===== src/rtl/t07_mmio_bus_bridge.sv =====
// t07_mmio_bus_bridge
//   Bus-side stage behind the CPU memory handler. A request from the handler
//   (rwi_i: 01 write, 10 read, 11 fetch) is latched, range-checked and run as
//   a single Wishbone-classic transfer. busy tells the handler a transfer is
//   in flight; its 1->0 edge marks completion, after which dataMMIO_o (and
//   instr_o for fetches) hold the result until the next read/fetch completes.
//   Transfers that are never acknowledged are aborted after TIMEOUT cycles,
//   and out-of-range requests finish without touching the bus. Both cases
//   return ERR_DATA to loads/fetches and set the sticky err_o flag.
//
// Ports
//   clk, nrst        clock (posedge) and synchronous active-low reset
//   rwi_i            request op from the handler (00 idle)
//   addr_i, wdata_i  request byte address and write data
//   dataMMIO_o       read data returned for loads and fetches
//   instr_o          last fetched instruction word
//   busy             transfer in flight
//   err_o            sticky timeout / range error flag
//   wb_*_o, wb_*_i   Wishbone-classic master interface (32-bit, full-word)
module t07_mmio_bus_bridge #(
  parameter logic [31:0] ADDR_LO  = 32'h0000_0000,
  parameter logic [31:0] ADDR_HI  = 32'h00FF_FFFF,
  parameter int unsigned TIMEOUT  = 255,
  parameter logic [31:0] ERR_DATA = 32'hDEAD_BEEF
) (
  input  logic        clk,
  input  logic        nrst,
  input  logic [1:0]  rwi_i,
  input  logic [31:0] addr_i,
  input  logic [31:0] wdata_i,
  output logic [31:0] dataMMIO_o,
  output logic [31:0] instr_o,
  output logic        busy,
  output logic        err_o,
  output logic        wb_cyc_o,
  output logic        wb_stb_o,
  output logic        wb_we_o,
  output logic [31:0] wb_adr_o,
  output logic [31:0] wb_dat_o,
  output logic [3:0]  wb_sel_o,
  input  logic [31:0] wb_dat_i,
  input  logic        wb_ack_i
);

  typedef enum logic [1:0] {
    S_IDLE = 2'd0,
    S_BUS  = 2'd1,
    S_DONE = 2'd2
  } state_t;

  localparam logic [1:0]  OP_WRITE = 2'b01;
  localparam logic [1:0]  OP_FETCH = 2'b11;
  localparam logic [15:0] TO_CNT   = 16'(TIMEOUT);

  state_t      state_q, state_d;
  logic [1:0]  op_q, op_d;
  logic [31:0] adr_q, adr_d;
  logic [31:0] wdat_q, wdat_d;
  logic [15:0] cnt_q, cnt_d;
  logic        busy_q, busy_d;
  logic        cyc_q, cyc_d;
  logic        we_q, we_d;
  logic [31:0] data_q, data_d;
  logic [31:0] instr_q, instr_d;
  logic        err_q, err_d;

  // Range check via 33-bit differences: the borrow bit tells which side of
  // the bound the address lies on, without a degenerate compare when a
  // bound is 0 or all-ones.
  logic [32:0] lo_diff;
  logic [32:0] hi_diff;
  logic        in_range;

  assign lo_diff  = {1'b0, addr_i} - {1'b0, ADDR_LO};
  assign hi_diff  = {1'b0, ADDR_HI} - {1'b0, addr_i};
  assign in_range = ~lo_diff[32] & ~hi_diff[32];

  always_comb begin
    state_d = state_q;
    op_d    = op_q;
    adr_d   = adr_q;
    wdat_d  = wdat_q;
    cnt_d   = cnt_q;
    busy_d  = busy_q;
    cyc_d   = cyc_q;
    we_d    = we_q;
    data_d  = data_q;
    instr_d = instr_q;
    err_d   = err_q;

    unique case (state_q)
      S_IDLE: begin
        if (rwi_i != 2'b00) begin
          op_d   = rwi_i;
          adr_d  = {addr_i[31:2], 2'b00};
          wdat_d = wdata_i;
          busy_d = 1'b1;
          if (in_range) begin
            state_d = S_BUS;
            cyc_d   = 1'b1;
            we_d    = (rwi_i == OP_WRITE);
            cnt_d   = 16'd1;
          end else begin
            // No bus cycle: busy is high only for the single DONE cycle.
            state_d = S_DONE;
            err_d   = 1'b1;
            if (rwi_i[1]) begin
              data_d = ERR_DATA;
            end
          end
        end
      end

      S_BUS: begin
        // Ack is tested first so that it wins over a simultaneous timeout.
        if (wb_ack_i) begin
          state_d = S_DONE;
          busy_d  = 1'b0;
          cyc_d   = 1'b0;
          we_d    = 1'b0;
          cnt_d   = 16'd0;
          if (op_q[1]) begin
            data_d = wb_dat_i;
          end
          if (op_q == OP_FETCH) begin
            instr_d = wb_dat_i;
          end
        end else if (cnt_q == TO_CNT) begin
          state_d = S_DONE;
          busy_d  = 1'b0;
          cyc_d   = 1'b0;
          we_d    = 1'b0;
          cnt_d   = 16'd0;
          err_d   = 1'b1;
          if (op_q[1]) begin
            data_d = ERR_DATA;
          end
        end else begin
          cnt_d = cnt_q + 16'd1;
        end
      end

      S_DONE: begin
        // One quiet cycle so a held request is not re-accepted immediately
        // and the handler always sees busy fall.
        state_d = S_IDLE;
        busy_d  = 1'b0;
      end

      default: begin
        state_d = S_IDLE;
        busy_d  = 1'b0;
        cyc_d   = 1'b0;
        we_d    = 1'b0;
        cnt_d   = 16'd0;
      end
    endcase
  end

  always_ff @(posedge clk) begin
    if (!nrst) begin
      state_q <= S_IDLE;
      op_q    <= 2'b00;
      adr_q   <= 32'd0;
      wdat_q  <= 32'd0;
      cnt_q   <= 16'd0;
      busy_q  <= 1'b0;
      cyc_q   <= 1'b0;
      we_q    <= 1'b0;
      data_q  <= 32'd0;
      instr_q <= 32'd0;
      err_q   <= 1'b0;
    end else begin
      state_q <= state_d;
      op_q    <= op_d;
      adr_q   <= adr_d;
      wdat_q  <= wdat_d;
      cnt_q   <= cnt_d;
      busy_q  <= busy_d;
      cyc_q   <= cyc_d;
      we_q    <= we_d;
      data_q  <= data_d;
      instr_q <= instr_d;
      err_q   <= err_d;
    end
  end

  assign dataMMIO_o = data_q;
  assign instr_o    = instr_q;
  assign busy       = busy_q;
  assign err_o      = err_q;
  assign wb_cyc_o   = cyc_q;
  assign wb_stb_o   = cyc_q;
  assign wb_we_o    = we_q;
  assign wb_adr_o   = adr_q;
  assign wb_dat_o   = wdat_q;
  assign wb_sel_o   = 4'hF;

endmodule


===== config.mk =====
export PLATFORM = sky130hd
export DESIGN_NAME = t07_mmio_bus_bridge
export DESIGN_NICKNAME = d
export VERILOG_FILES = /design/src/rtl/t07_mmio_bus_bridge.sv
export SDC_FILE = /design/constraint.sdc
export NUM_CORES = 1
export LEC_CHECK = 0
export BUFFER_PORTS_ARGS = -buffer_cell sky130_fd_sc_hd__buf_2
export CELL_PAD_IN_SITES_DETAIL_PLACEMENT = 1
export CELL_PAD_IN_SITES_GLOBAL_PLACEMENT = 2
export CORE_UTILIZATION = 29
export DETAILED_ROUTE_END_ITERATION = 10
export GPL_TIMING_DRIVEN = 0
export PLACE_DENSITY = 0.82
export SETUP_SLACK_MARGIN = 0.2
export SYNTH_ARGS = -nofsm -noshare
export SYNTH_HDL_FRONTEND = slang
export SYNTH_SLANG_ARGS = --single-unit
export TNS_END_PERCENT = 20

===== constraint.sdc =====
create_clock -name clk -period 3.5 [get_ports clk]
set_input_delay 0 -clock clk [delete_from_list [all_inputs] [get_ports clk]]
set_output_delay 0 -clock clk [all_outputs]
set_load 0.005 [all_outputs]

==> flow_metrics.env <==
export IMPL_irDropWorstVdd_uv=321
export IMPL_routed_wirelength_mm=20.2
export IMPL_grt_max_degree=17
export IMPL_crit_start="cnt_q[8]$_SDFFE_PN0P_"
export IMPL_cpPeakStageDelay_ns=0.57
export IMPL_cts_sinks=150
export IMPL_finalHoldViolations=0
export IMPL_relSlewSlack=0.459
export IMPL_cts_root_buf="clkbuf_16"
export IMPL_setup_ws_ns=0.810
export IMPL_yosysUniqueCellTypes=49
export IMPL_sw_frac_of_total=0.254
export IMPL_layout_drive_gt1_share=0.272
export IMPL_cts_tree="built"
export IMPL_ys_async_sr_fraction=0
export IMPL_rsz0062_at_grt="false"
export IMPL_avgSynthCellArea_um2=8.90
export IMPL_drv_max_cap_violation_count=0
export IMPL_ys_flop_type="dfxtp_1"
export IMPL_cts_buffer_depth=2
export IMPL_num_vias=5887
export IMPL_fillers=2344
export IMPL_grt_pass1_vias=6057
export IMPL_worstPathArrival_ns=3.03
export IMPL_antenna_found_initial=0
export IMPL_start_util=0.298
export IMPL_post_place_ws_ns=0.794
export IMPL_comb_power_share=0.112
export IMPL_synth_edf_count=0
export IMPL_dp_hpwl_mm=14.3
export IMPL_num_antenna_cells=0
export IMPL_synth_largest_area_cell="dfxtp_1"
export IMPL_r2r_start="cnt_q[8]$_SDFFE_PN0P_"
export IMPL_coreArea_um2=19600
export IMPL_synthMuxAreaShare=0.0154
export IMPL_synth_seq_cells=150
export IMPL_dieArea_um2=20700
export IMPL_num_rows=51
export IMPL_dr_pass1_iters=4
export IMPL_leakage_nw=3.91
export IMPL_gr_usage_all_layers=0.199
export IMPL_multiInputGateArea_um2=2580
export IMPL_path_class="flip-flop to flip-flop"
export IMPL_ys_seq_area_frac=0.514
export IMPL_netlist_area_um2=5840
export IMPL_crit_path_end_kind="flip-flop"
export IMPL_synth_compound_area_frac=0.205
export IMPL_cp_slowest_cell="or4_1"
export IMPL_synthAdderAreaFrac=0.00214
export IMPL_ant_nets=0
export IMPL_ioPinCount=238
export IMPL_p_switching_w=0.00107
export IMPL_hp_class="primary input to flip-flop"
export IMPL_clock_skew_ns=0.0115
export IMPL_status="completed"
export IMPL_post_cts_resized=0
export IMPL_yosysWarnings=0
export IMPL_path_common_cell="buf_6"
export IMPL_cts_made_buffers=17
export IMPL_syn_to_final_growth_pct=52.6
export IMPL_clk_latency_ns=0.42
export IMPL_critical_path_cell_chain="or4_1 > or4_4 > nor2b_4 > buf_6 > nor4_4 > buf_6 > mux2i_1"
export IMPL_p_int_w=0.00314
export IMPL_critPathMaxFanout=10
export IMPL_seq_area_um2=3000
export IMPL_wl_per_cell_um=15.8
export IMPL_start_kind="flip-flop"
export IMPL_die_h_um=144
export IMPL_drc=0
export IMPL_power_density_nw_per_um2=473
export IMPL_setup_tns_ns=0
export IMPL_yosys_top_cells_area="dfxtp_1, nand2_1, a21boi_0"
export IMPL_drt_initial_drc_count=153
export IMPL_share_clk_of_total_power=0.454
export IMPL_port_buffers=228
export IMPL_grt_remaining_overflow=0
export IMPL_worstHoldStart="wb_ack_i"
export IMPL_finalMaxSlewViolations=0
export IMPL_nets=1106
export IMPL_synth_xor_area_frac=0.0105
export IMPL_clk_pin_slew_ns=0.06
export IMPL_netlist_instances=656
export IMPL_min_period_ns=2.69
export IMPL_worstMarginPinSlew_ns=0.801
export IMPL_routabilityCongestion=0.731
export IMPL_sequentialPowerShare=0.434
export IMPL_synthSimpleGateAreaFrac=0.206
export IMPL_yosysTopAreaCellShare=0.514
export IMPL_fmax_ghz=0.372
export IMPL_grt_pass1_wl_mm=31.6
export IMPL_fin_crit_sh=0.768
export IMPL_synth_top_family_by_area="simple AND/OR/NAND/NOR gates"
export IMPL_die_x_um=144
export IMPL_h_tree_depth=4
export IMPL_worstPathRequired_ns=3.84
export IMPL_power_total_w=0.00421
export IMPL_viasPerCell=4.59
export IMPL_setup_violations=0
-- power groups by stage --
stage	combinational (W)	clock (W)	sequential (W)
finish	0.000470	0.00191	0.00183
detailed placement	0.000387	0	0.00187
floorplan	0.000171	0	0.00187
global route	0.000520	0.00204	0.00184
global placement	0.000384	0	0.00186
CTS	0.000474	0.00196	0.00183
-- cells in the mapped netlist, drive strengths merged (7+ instances only) --
master  count
a21boi    100
buf        16
clkbuf     37
dfxtp     150
mux2i       9
nand2     222
nand3       7
nand4       7
nor2       16
o21ai       8
o221a      25
-- repair_timing --
item | CTS | global route
endpoints found under the hold margin | 129 | 0
hold buffers | 97 | 0
buffers inserted | 0 | 0
setup endpoints to repair | 0 | 0
-- layer usage --
| metal | wire [µm] | vias to the layer above | global-route usage |
|---|---|---|---|
| met1 | 9070 | 2768 | 0.235 |
| met4 | 192 | 0 | 0.0482 |
| met2 | 9460 | 194 | 0.345 |
| li1 | - | 2911 | - |
| met5 | 0 | - | 0 |
| met3 | 1500 | 14 | 0.0640 |
-- path summary, 6_finish.rpt --
| check | endpoint | slack [ns] | cells past startpoint |
|---|---|---|---|
| worst max-delay path | dataMMIO_o[20]$_SDFFE_PN0P_ | 0.81 | 7 |
| worst max register to register | dataMMIO_o[20]$_SDFFE_PN0P_ | 0.81 | 7 |
| worst min-delay path | cnt_q[7]$_SDFFE_PN0P_ | 0.14 | 5 |
| worst min register to register | dataMMIO_o[29]$_SDFFE_PN0P_ | 0.45 | 2 |
-- area by class of cell --
class                      count  share of cell area
buffer                        53              0.0287
clock buffer                  19              0.0508
clock inverter                13              0.0177
inverter                       3             0.00126
multi-input combinational    454               0.290
sequential                   150               0.337
tap                          265              0.0372
timing repair buffer         325               0.237
-- cell usage in the layout, fill, tap and decap left out, drive strengths merged, types with 6 or more instances in the layout --
| master | Yosys | layout |
|---|---|---|
| mux2i | 9 | 9 |
| inv | 3 | 10 |
| nand3 | 7 | 7 |
| clkbuf | 37 | 56 |
| dfxtp | 150 | 150 |
| nand2 | 222 | 222 |
| buf | 16 | 244 |
| xor2 | 6 | 6 |
| a21oi | 6 | 6 |
| nor2 | 16 | 16 |
| dlygate4sd3 | 0 | 97 |
| a21boi | 100 | 100 |
| o21ai | 8 | 8 |
| conb | 2 | 6 |
| nand4 | 7 | 7 |
| o221a | 25 | 25 |
-- kinds of logic (layout without fill, tap and decap cells) --
| kind of cell | count (synthesis) | after routing |
|---|---|---|
| multiplexers | 9 | 9 |
| AO/OA/AOI/OAI | 150 | 150 |
| XOR/XNOR | 7 | 7 |
| other | 2 | 6 |
| flip-flops | 150 | 150 |
| adder cells (fa/ha/maj) | 1 | 1 |
| AND/OR/NAND/NOR | 281 | 281 |
| buffers and inverters | 56 | 413 |
-- critical path: cells and delay by family (launching register included) --
kind          cells  cell delay, ns
simple gates      4            1.63
mux               1            0.21
buf+inv           2            0.38
flops             1            0.38
-- registers in the layout, indices dropped and copies added (netlist names) --
| signal | count |
|---|---|
| wb_we_o | 1 |
| state_q | 2 |
| busy | 1 |
| instr_o | 32 |
| wb_adr_o | 30 |
| dataMMIO_o | 32 |
| cnt_q | 16 |
| wb_dat_o | 32 |
| err_o | 1 |
| op_q | 2 |
| wb_cyc_o | 1 |
-- stage by stage --
step,hold slack [ns],util,cell area [µm²],std cells
floorplan,0.142,-,5850,660
global placement,0.252,0.374,7330,1153
detailed placement,0.259,0.374,7330,1153
CTS,0.117,0.455,8910,1282
global route,0.154,0.455,8910,1282
finish,0.136,0.455,8910,1282
No activity file was read; power rests on OpenSTA's default activity.
